### config.mk
export PLATFORM = sky130hd
export DESIGN_NAME = fetch_controller_flat
export DESIGN_NICKNAME = d
export VERILOG_FILES = /design/src/rtl/fetch_controller_if.sv /design/src/rtl/fetch_controller.sv /design/src/flat_wrapper.sv
export SDC_FILE = /design/constraint.sdc
export NUM_CORES = 1
export LEC_CHECK = 0
export CAP_MARGIN = 25
export CORE_MARGIN = 10
export CORE_UTILIZATION = 45
export DETAILED_ROUTE_END_ITERATION = 6
export HOLD_SLACK_MARGIN = 0.02
export PLACE_DENSITY_LB_ADDON = 0.3
export SLEW_MARGIN = 20
export SYNTH_ARGS = -nofsm -noshare
export SYNTH_HDL_FRONTEND = slang
export SYNTH_SLANG_ARGS = --single-unit
### constraint.sdc
create_clock -name clk -period 17.1 [get_ports clk]
set_input_delay 2.565 -clock clk [delete_from_list [all_inputs] [get_ports clk]]
set_output_delay 2.565 -clock clk [all_outputs]
set_load 0.1 [all_outputs]
### src/rtl/fetch_controller_if.sv
// -----------------------------------------------------------------------------
// fetch_controller_if
// Bus bundle between the fetch sequencer and its neighbours: the instruction
// memory request/response, the branch redirect input and the decode-side
// valid/ready instruction stream.
//   master : the fetch controller (drives imem_addr and inst_*)
//   slave  : memory/decode environment (drives imem_rdata, redirect_*, inst_ready)
// Signals:
//   imem_addr      byte address to instruction memory
//   imem_rdata     instruction word, valid in the same cycle as imem_addr
//   redirect_valid one-cycle branch/jump pulse
//   redirect_pc    new fetch target
//   inst_valid     head of prefetch FIFO is valid
//   inst_ready     decode accepts the head
//   inst_data      head instruction word
//   inst_pc        PC of the head instruction
// -----------------------------------------------------------------------------
interface fetch_controller_if #(
  parameter int ADDR_WIDTH = 32,
  parameter int DATA_WIDTH = 32
);
  logic [ADDR_WIDTH-1:0] imem_addr;
  logic [DATA_WIDTH-1:0] imem_rdata;
  logic                  redirect_valid;
  logic [ADDR_WIDTH-1:0] redirect_pc;
  logic                  inst_valid;
  logic                  inst_ready;
  logic [DATA_WIDTH-1:0] inst_data;
  logic [ADDR_WIDTH-1:0] inst_pc;

  modport master (
    output imem_addr,
    input  imem_rdata,
    input  redirect_valid,
    input  redirect_pc,
    output inst_valid,
    input  inst_ready,
    output inst_data,
    output inst_pc
  );

  modport slave (
    input  imem_addr,
    output imem_rdata,
    output redirect_valid,
    output redirect_pc,
    input  inst_valid,
    output inst_ready,
    input  inst_data,
    input  inst_pc
  );
endinterface

### src/rtl/fetch_controller.sv
// -----------------------------------------------------------------------------
// fetch_controller
// Instruction-fetch sequencer. Owns the PC, addresses a combinational
// instruction memory, buffers {pc, word} pairs in a small prefetch FIFO and
// hands them to decode over valid/ready. A redirect flushes the FIFO and
// re-steers the PC to the word-aligned target.
// Ports:
//   clk            rising-edge clock
//   rst            synchronous active-high reset
//   fetch_en       permit new fetches (low freezes the PC, FIFO still drains)
//   bus            fetch_controller_if.master (memory, redirect, decode stream)
// Optional build macro FETCH_PERF_EN adds:
//   perf_fetch_cnt  pushes into the FIFO (wraps at 2^32)
//   perf_stall_cnt  cycles with fetch_en high while in FULL (wraps at 2^32)
// -----------------------------------------------------------------------------
module fetch_controller #(
  parameter int                    ADDR_WIDTH = 32,
  parameter int                    DATA_WIDTH = 32,
  parameter logic [ADDR_WIDTH-1:0] RESET_PC   = 32'h0000_0000,
  parameter int                    FIFO_DEPTH = 2
) (
  input  logic clk,
  input  logic rst,
  input  logic fetch_en,
  fetch_controller_if.master bus
`ifdef FETCH_PERF_EN
  ,
  output logic [31:0] perf_fetch_cnt,
  output logic [31:0] perf_stall_cnt
`endif
);

  localparam int PTR_W = $clog2(FIFO_DEPTH);
  localparam int CNT_W = $clog2(FIFO_DEPTH + 1);
  localparam logic [CNT_W-1:0]      DEPTH_CNT = CNT_W'(FIFO_DEPTH);
  localparam logic [ADDR_WIDTH-1:0] PC_STEP   = ADDR_WIDTH'(4);

  typedef enum logic [1:0] {
    IDLE  = 2'd0,
    FETCH = 2'd1,
    FULL  = 2'd2
  } state_t;

  state_t                state_r;
  logic [ADDR_WIDTH-1:0] fetch_pc_r;
  logic [CNT_W-1:0]      count_r;
  logic [PTR_W-1:0]      rd_ptr_r;
  logic [PTR_W-1:0]      wr_ptr_r;
  logic [ADDR_WIDTH-1:0] pc_mem_r   [FIFO_DEPTH];
  logic [DATA_WIDTH-1:0] data_mem_r [FIFO_DEPTH];
  logic                  inst_valid_r;
  logic [DATA_WIDTH-1:0] inst_data_r;
  logic [ADDR_WIDTH-1:0] inst_pc_r;

  logic                  pop_s;
  logic                  push_s;
  logic [CNT_W-1:0]      count_next_s;
  logic [PTR_W-1:0]      rd_next_s;
  logic [PTR_W-1:0]      wr_next_s;
  logic [ADDR_WIDTH-1:0] fetch_pc_next_s;
  logic                  head_valid_s;
  logic [DATA_WIDTH-1:0] head_data_s;
  logic [ADDR_WIDTH-1:0] head_pc_s;
  state_t                state_next_s;

  // Redirect targets are forced word-aligned, so the two low bits are dropped.
  logic redirect_lsb_unused_s;
  assign redirect_lsb_unused_s = ^bus.redirect_pc[1:0];

  assign bus.imem_addr  = fetch_pc_r;
  assign bus.inst_valid = inst_valid_r;
  assign bus.inst_data  = inst_data_r;
  assign bus.inst_pc    = inst_pc_r;

  // Next-state computation: handshake, FIFO bookkeeping, next head and FSM.
  always_comb begin
    pop_s           = inst_valid_r & bus.inst_ready & ~bus.redirect_valid;
    push_s          = fetch_en & ~bus.redirect_valid & ((count_r < DEPTH_CNT) | pop_s);
    count_next_s    = count_r;
    rd_next_s       = rd_ptr_r;
    wr_next_s       = wr_ptr_r;
    fetch_pc_next_s = fetch_pc_r;
    head_valid_s    = 1'b0;
    head_data_s     = '0;
    head_pc_s       = '0;
    state_next_s    = state_r;

    if (bus.redirect_valid) begin
      count_next_s    = '0;
      rd_next_s       = '0;
      wr_next_s       = '0;
      fetch_pc_next_s = {bus.redirect_pc[ADDR_WIDTH-1:2], 2'b00};
    end else begin
      case ({push_s, pop_s})
        2'b10:   count_next_s = count_r + CNT_W'(1);
        2'b01:   count_next_s = count_r - CNT_W'(1);
        default: count_next_s = count_r;
      endcase
      if (pop_s) begin
        rd_next_s = rd_ptr_r + PTR_W'(1);
      end else begin
        rd_next_s = rd_ptr_r;
      end
      if (push_s) begin
        wr_next_s       = wr_ptr_r + PTR_W'(1);
        fetch_pc_next_s = fetch_pc_r + PC_STEP;
      end else begin
        wr_next_s       = wr_ptr_r;
        fetch_pc_next_s = fetch_pc_r;
      end
    end

    // The next head is either an older entry or the word being written this
    // cycle (FIFO empty, or the only entry is popped while pushing).
    if (bus.redirect_valid || (count_next_s == CNT_W'(0))) begin
      head_valid_s = 1'b0;
      head_data_s  = '0;
      head_pc_s    = '0;
    end else if (push_s && (wr_ptr_r == rd_next_s)) begin
      head_valid_s = 1'b1;
      head_data_s  = bus.imem_rdata;
      head_pc_s    = fetch_pc_r;
    end else begin
      head_valid_s = 1'b1;
      head_data_s  = data_mem_r[rd_next_s];
      head_pc_s    = pc_mem_r[rd_next_s];
    end

    if (bus.redirect_valid) begin
      state_next_s = fetch_en ? FETCH : IDLE;
    end else if (!fetch_en) begin
      state_next_s = IDLE;
    end else if ((count_next_s == DEPTH_CNT) && !pop_s) begin
      state_next_s = FULL;
    end else begin
      state_next_s = FETCH;
    end
  end

  // Control state, PC, pointers, FSM and registered decode-side outputs.
  always_ff @(posedge clk) begin
    if (rst) begin
      state_r      <= IDLE;
      fetch_pc_r   <= RESET_PC;
      count_r      <= '0;
      rd_ptr_r     <= '0;
      wr_ptr_r     <= '0;
      inst_valid_r <= 1'b0;
      inst_data_r  <= '0;
      inst_pc_r    <= '0;
    end else begin
      state_r      <= state_next_s;
      fetch_pc_r   <= fetch_pc_next_s;
      count_r      <= count_next_s;
      rd_ptr_r     <= rd_next_s;
      wr_ptr_r     <= wr_next_s;
      inst_valid_r <= head_valid_s;
      inst_data_r  <= head_data_s;
      inst_pc_r    <= head_pc_s;
    end
  end

  // FIFO storage; entries are qualified by count, so no reset is needed.
  always_ff @(posedge clk) begin
    if (push_s && !rst) begin
      data_mem_r[wr_ptr_r] <= bus.imem_rdata;
      pc_mem_r[wr_ptr_r]   <= fetch_pc_r;
    end else begin
      data_mem_r[wr_ptr_r] <= data_mem_r[wr_ptr_r];
      pc_mem_r[wr_ptr_r]   <= pc_mem_r[wr_ptr_r];
    end
  end

`ifdef FETCH_PERF_EN
  // Performance counters: pushes and fetch-enabled cycles spent in FULL.
  always_ff @(posedge clk) begin
    if (rst) begin
      perf_fetch_cnt <= 32'd0;
      perf_stall_cnt <= 32'd0;
    end else begin
      if (push_s) begin
        perf_fetch_cnt <= perf_fetch_cnt + 32'd1;
      end else begin
        perf_fetch_cnt <= perf_fetch_cnt;
      end
      if (fetch_en && (state_r == FULL)) begin
        perf_stall_cnt <= perf_stall_cnt + 32'd1;
      end else begin
        perf_stall_cnt <= perf_stall_cnt;
      end
    end
  end
`endif

endmodule

### src/flat_wrapper.sv
// flat-port wrapper written by rule: the top's interface ports become plain ports
module fetch_controller_flat 
#(
  parameter int                    ADDR_WIDTH = 32,
  parameter int                    DATA_WIDTH = 32,
  parameter logic [ADDR_WIDTH-1:0] RESET_PC   = 32'h0000_0000,
  parameter int                    FIFO_DEPTH = 2
)
  (clk, rst, fetch_en, bus_imem_addr, bus_imem_rdata, bus_redirect_valid, bus_redirect_pc, bus_inst_valid, bus_inst_ready, bus_inst_data, bus_inst_pc);
  fetch_controller_if #(.ADDR_WIDTH(ADDR_WIDTH), .DATA_WIDTH(DATA_WIDTH)) bus_i ();
  input  logic clk;
  input  logic rst;
  input  logic fetch_en;
  output wire logic [$bits(bus_i.imem_addr)-1:0] bus_imem_addr;
  input wire logic [$bits(bus_i.imem_rdata)-1:0] bus_imem_rdata;
  input wire logic [$bits(bus_i.redirect_valid)-1:0] bus_redirect_valid;
  input wire logic [$bits(bus_i.redirect_pc)-1:0] bus_redirect_pc;
  output wire logic [$bits(bus_i.inst_valid)-1:0] bus_inst_valid;
  input wire logic [$bits(bus_i.inst_ready)-1:0] bus_inst_ready;
  output wire logic [$bits(bus_i.inst_data)-1:0] bus_inst_data;
  output wire logic [$bits(bus_i.inst_pc)-1:0] bus_inst_pc;
  assign bus_imem_addr = bus_i.imem_addr;
  assign bus_i.imem_rdata = bus_imem_rdata;
  assign bus_i.redirect_valid = bus_redirect_valid;
  assign bus_i.redirect_pc = bus_redirect_pc;
  assign bus_inst_valid = bus_i.inst_valid;
  assign bus_i.inst_ready = bus_inst_ready;
  assign bus_inst_data = bus_i.inst_data;
  assign bus_inst_pc = bus_i.inst_pc;
  fetch_controller #(.ADDR_WIDTH(ADDR_WIDTH), .DATA_WIDTH(DATA_WIDTH), .RESET_PC(RESET_PC), .FIFO_DEPTH(FIFO_DEPTH)) u_core (.clk(clk), .rst(rst), .fetch_en(fetch_en), .bus(bus_i));
endmodule
==> results.md <==
- Status: completed
- Switching power: 0.307 mW
- Share of layout cells above drive strength 1: around 6.6%
- Worst Setup End Kind: register
- Switching Share: 25.8%
- Reg clk slew, reported paths: 60 ps
- Worst path required time: 17,420 ps
- Routability cong.: 0.796
- Seq/Total Area, Yosys: 67.2%
- Worst skew pair latency: ~490 ps
- Max-Cap Viols: 0
- Post-Syn Instances: 654
- Netlist cell types: 46
- Worst hold slack: 563 ps
- Most used DFF post-synth: edfxtp_1
- Max Fclk: 173 MHz
- WL final: 20,200 um
- Combinational share of power: about an eighth
- Nets: approximately 900
- RSZ-0062 raised after global routing: false
- Clock share of power: 38.4%
- Starting density of the core: 45.4%
- Clk_skew: 8.24 ps
- Setup WS pre-CTS: 10,820 ps
- Asr flop ratio synth: 0%
- Number of synthesized flops with an enable pin: 124
- Layout fillers: 1,477
- Die Ht: 157 um
- Die Wd: about 160 um
- Vias post-DR: 5,636
- H-tree lvl count: 1
- CP Launch Type: input pin
- Worst Tran Pin Value: 1050 ps
- Syn_area_per_cell: 12.9 um2
- Vias in the first global route: just under 6,000
- Seq cells post-synth: 221
- Site Rows: 50
- Fin cells: 1,056
- Crit path time final: 5780 ps
- WS Path Type: in2reg
- DR DRC count: 0
- Drt pass-1 iters: 5
- TritonCTS Sinks: 221
- LEAKAGE: 4.14 nW
- Final slew viol count: 0
- Placeable Area: 18,600 um2
- Post-Syn Area: 8440 um2
- Remaining antenna violation count: 0
- Vias per cell: 5.34
- Final Hold Violating Endpoints: 0
- Worst slew margin: ~29%
- PD cells: 108 nW/um2
- Worst path arrival time: just over 6000 ps
- Post-CTS setup buffer count: 0
- Fin crit share: 33.8%
- Routed WL per cell: between 15 and 20 um
- Post-route cell area: between 10,000 and 15,000 um2
- Cts hold-fix bufs: 0
- # resized after CTS: 0
- Post-DP HPWL: about 13,000 um
- Root Driver: clkbuf_16
- Largest net degree at the start of global routing: 85
- Overall Global Routing Usage: 16.0%
- IO Count: 166
- Crit Path Max Fanout: 54
- CTS tree: yes
- Power consumption: between 1 and 1.5 mW
- Slack of the critical path: 11,320 ps
- Initial antenna violation count: 0
- Placed cells: about 1,000
- CTS Buf Count: 23
- Synth warn: 0
- GRT overflow: 0
- Initial DRC count: 294
- Setup tns final: 0 ps
- Area Growth Syn to Fin: 30.1%
- Sequential power share: 49.7%
- Die Area: about 25,000 um2
- Internal Dissipation: 0.884 mW
- First-pass GRT wire length: between 30,000 and 40,000 um
- Clock Path Buffers: 3
- Worst Hold Class: reg2reg
- Worst IR Drop VDD: 0.0742 mV
- Ant. Diodes: 0
- Final setup viols: 0
- Area post-placement: 10,300 um2
- IO buf count: 159
- Final core utilization: about three fifths
area by class of cell:
cell class                      instances  area, um2  share of cell area (%)
Tap cell                              234        293                    2.67
Clock inverter                         13       93.8                   0.855
Inverter                                7       26.3                   0.239
Multi-Input combinational cell        387       2610                    23.8
Timing Repair Buffer                  166       1680                    15.3
Clock buffer                           28        604                    5.50
Sequential cell                       221       5670                    51.6
synth_stat cells, types with 3 or more instances:
cell | number | area (um2)
edfxtp_1 | 124 | 3720
dfxtp_1 | 97 | 1940
nor2_1 | 95 | 357
a211oi_1 | 78 | 586
mux2i_1 | 62 | 621
clkbuf_1 | 25 | 93.8
nand2_1 | 24 | 90.1
xnor2_1 | 16 | 140
nand3_1 | 15 | 75.1
xor2_1 | 12 | 105
nand4_1 | 11 | 68.8
buf_2 | 10 | 50.1
a21oi_1 | 9 | 45.0
nor4_1 | 8 | 50.1
inv_1 | 6 | 22.5
a311oi_1 | 4 | 35.0
and4_1 | 4 | 35.0
buf_4 | 4 | 30.0
nor3_1 | 4 | 20.0
nor4_2 | 4 | 50.1
o21ai_0 | 4 | 20.0
or3_1 | 4 | 25.0
and3_1 | 3 | 18.8
buf_1 | 3 | 11.3
layout by cell type, fill, tap and decap left out, drive strengths merged, types with 4 or more instances in the layout:
master	instances
nand2	24
xor2	12
nor3	4
a211oi	78
dfxtp	97
clkbuf	28
conb	4
or3	4
clkinv	12
nor2	95
and3	4
buf	7
nand4	12
o21ai	6
edfxtp	124
mux2i	63
and4	4
a21oi	9
clkdlybuf4s50	159
a311oi	4
inv	7
xnor2	16
nor4	12
nand3	15
path summary, 6_finish.rpt:
kind                                                from                 endpoint  slack (ps)  depth (start not counted)
worst min register to register  u_core.bus.imem_addr[28]   u_core.pc_mem_r[1][28]         560                          0
worst min-delay path            u_core.bus.imem_addr[28]   u_core.pc_mem_r[1][28]         560                          0
worst max-delay path                  bus_redirect_valid  u_core.bus.inst_data[1]       11320                          9
worst max register to register         u_core.count_r[1]  u_core.bus.inst_data[1]       13720                          9
state kept, by name (all words and copies together) (netlist names):
name	count
u_core.data_mem_r	64
u_core.count_r	2
u_core.bus.inst_data	32
u_core.wr_ptr_r	1
u_core.bus.inst_pc	30
u_core.pc_mem_r	60
u_core.rd_ptr_r	1
u_core.bus.inst_valid	1
u_core.bus.imem_addr	30
routing by layer:
layer / up-vias / share of wire, % / wire [um] / track usage (%)
met2: 176 / 46 / 9360 / 25.8
met1: 2698 / 42 / 8550 / 20.0
met4: 0 / 1.6 / 316 / 4.04
met5: - / 0 / 0 / 0
met3: 26 / 9.9 / 2010 / 5.81
li1: 2736 / - / - / -
worst max-delay path, cell delays in order:
cell	delay [ps]
clkdlybuf4s50_1	610
inv_2	730
and3_1	280
ha_1	260
nor2b_1	250
a21oi_1	150
o21ai_4	520
buf_4	580
a211oi_1	120
power groups by stage:
stage,Sequential [mW],Combinational [mW],Clock [mW]
final,0.592,0.142,0.458
after global routing,0.593,0.148,0.495
after CTS,0.591,0.143,0.474
after detailed placement,0.603,0.142,0
after global placement,0.602,0.140,0
after floorplan,0.661,0.0348,0
logic make-up after synthesis:
group / Yosys count / share of synthesized area, %
buf+inv: 49 / 2.51
mux: 63 / 7.52
compound gates: 107 / 9.17
other cells: 1 / 0.0444
xor+xnor: 28 / 2.91
simple gates: 183 / 10.4
flops: 221 / 67.2
fa+ha+maj: 2 / 0.297
Note: power is estimated with default switching activity, not from simulation.
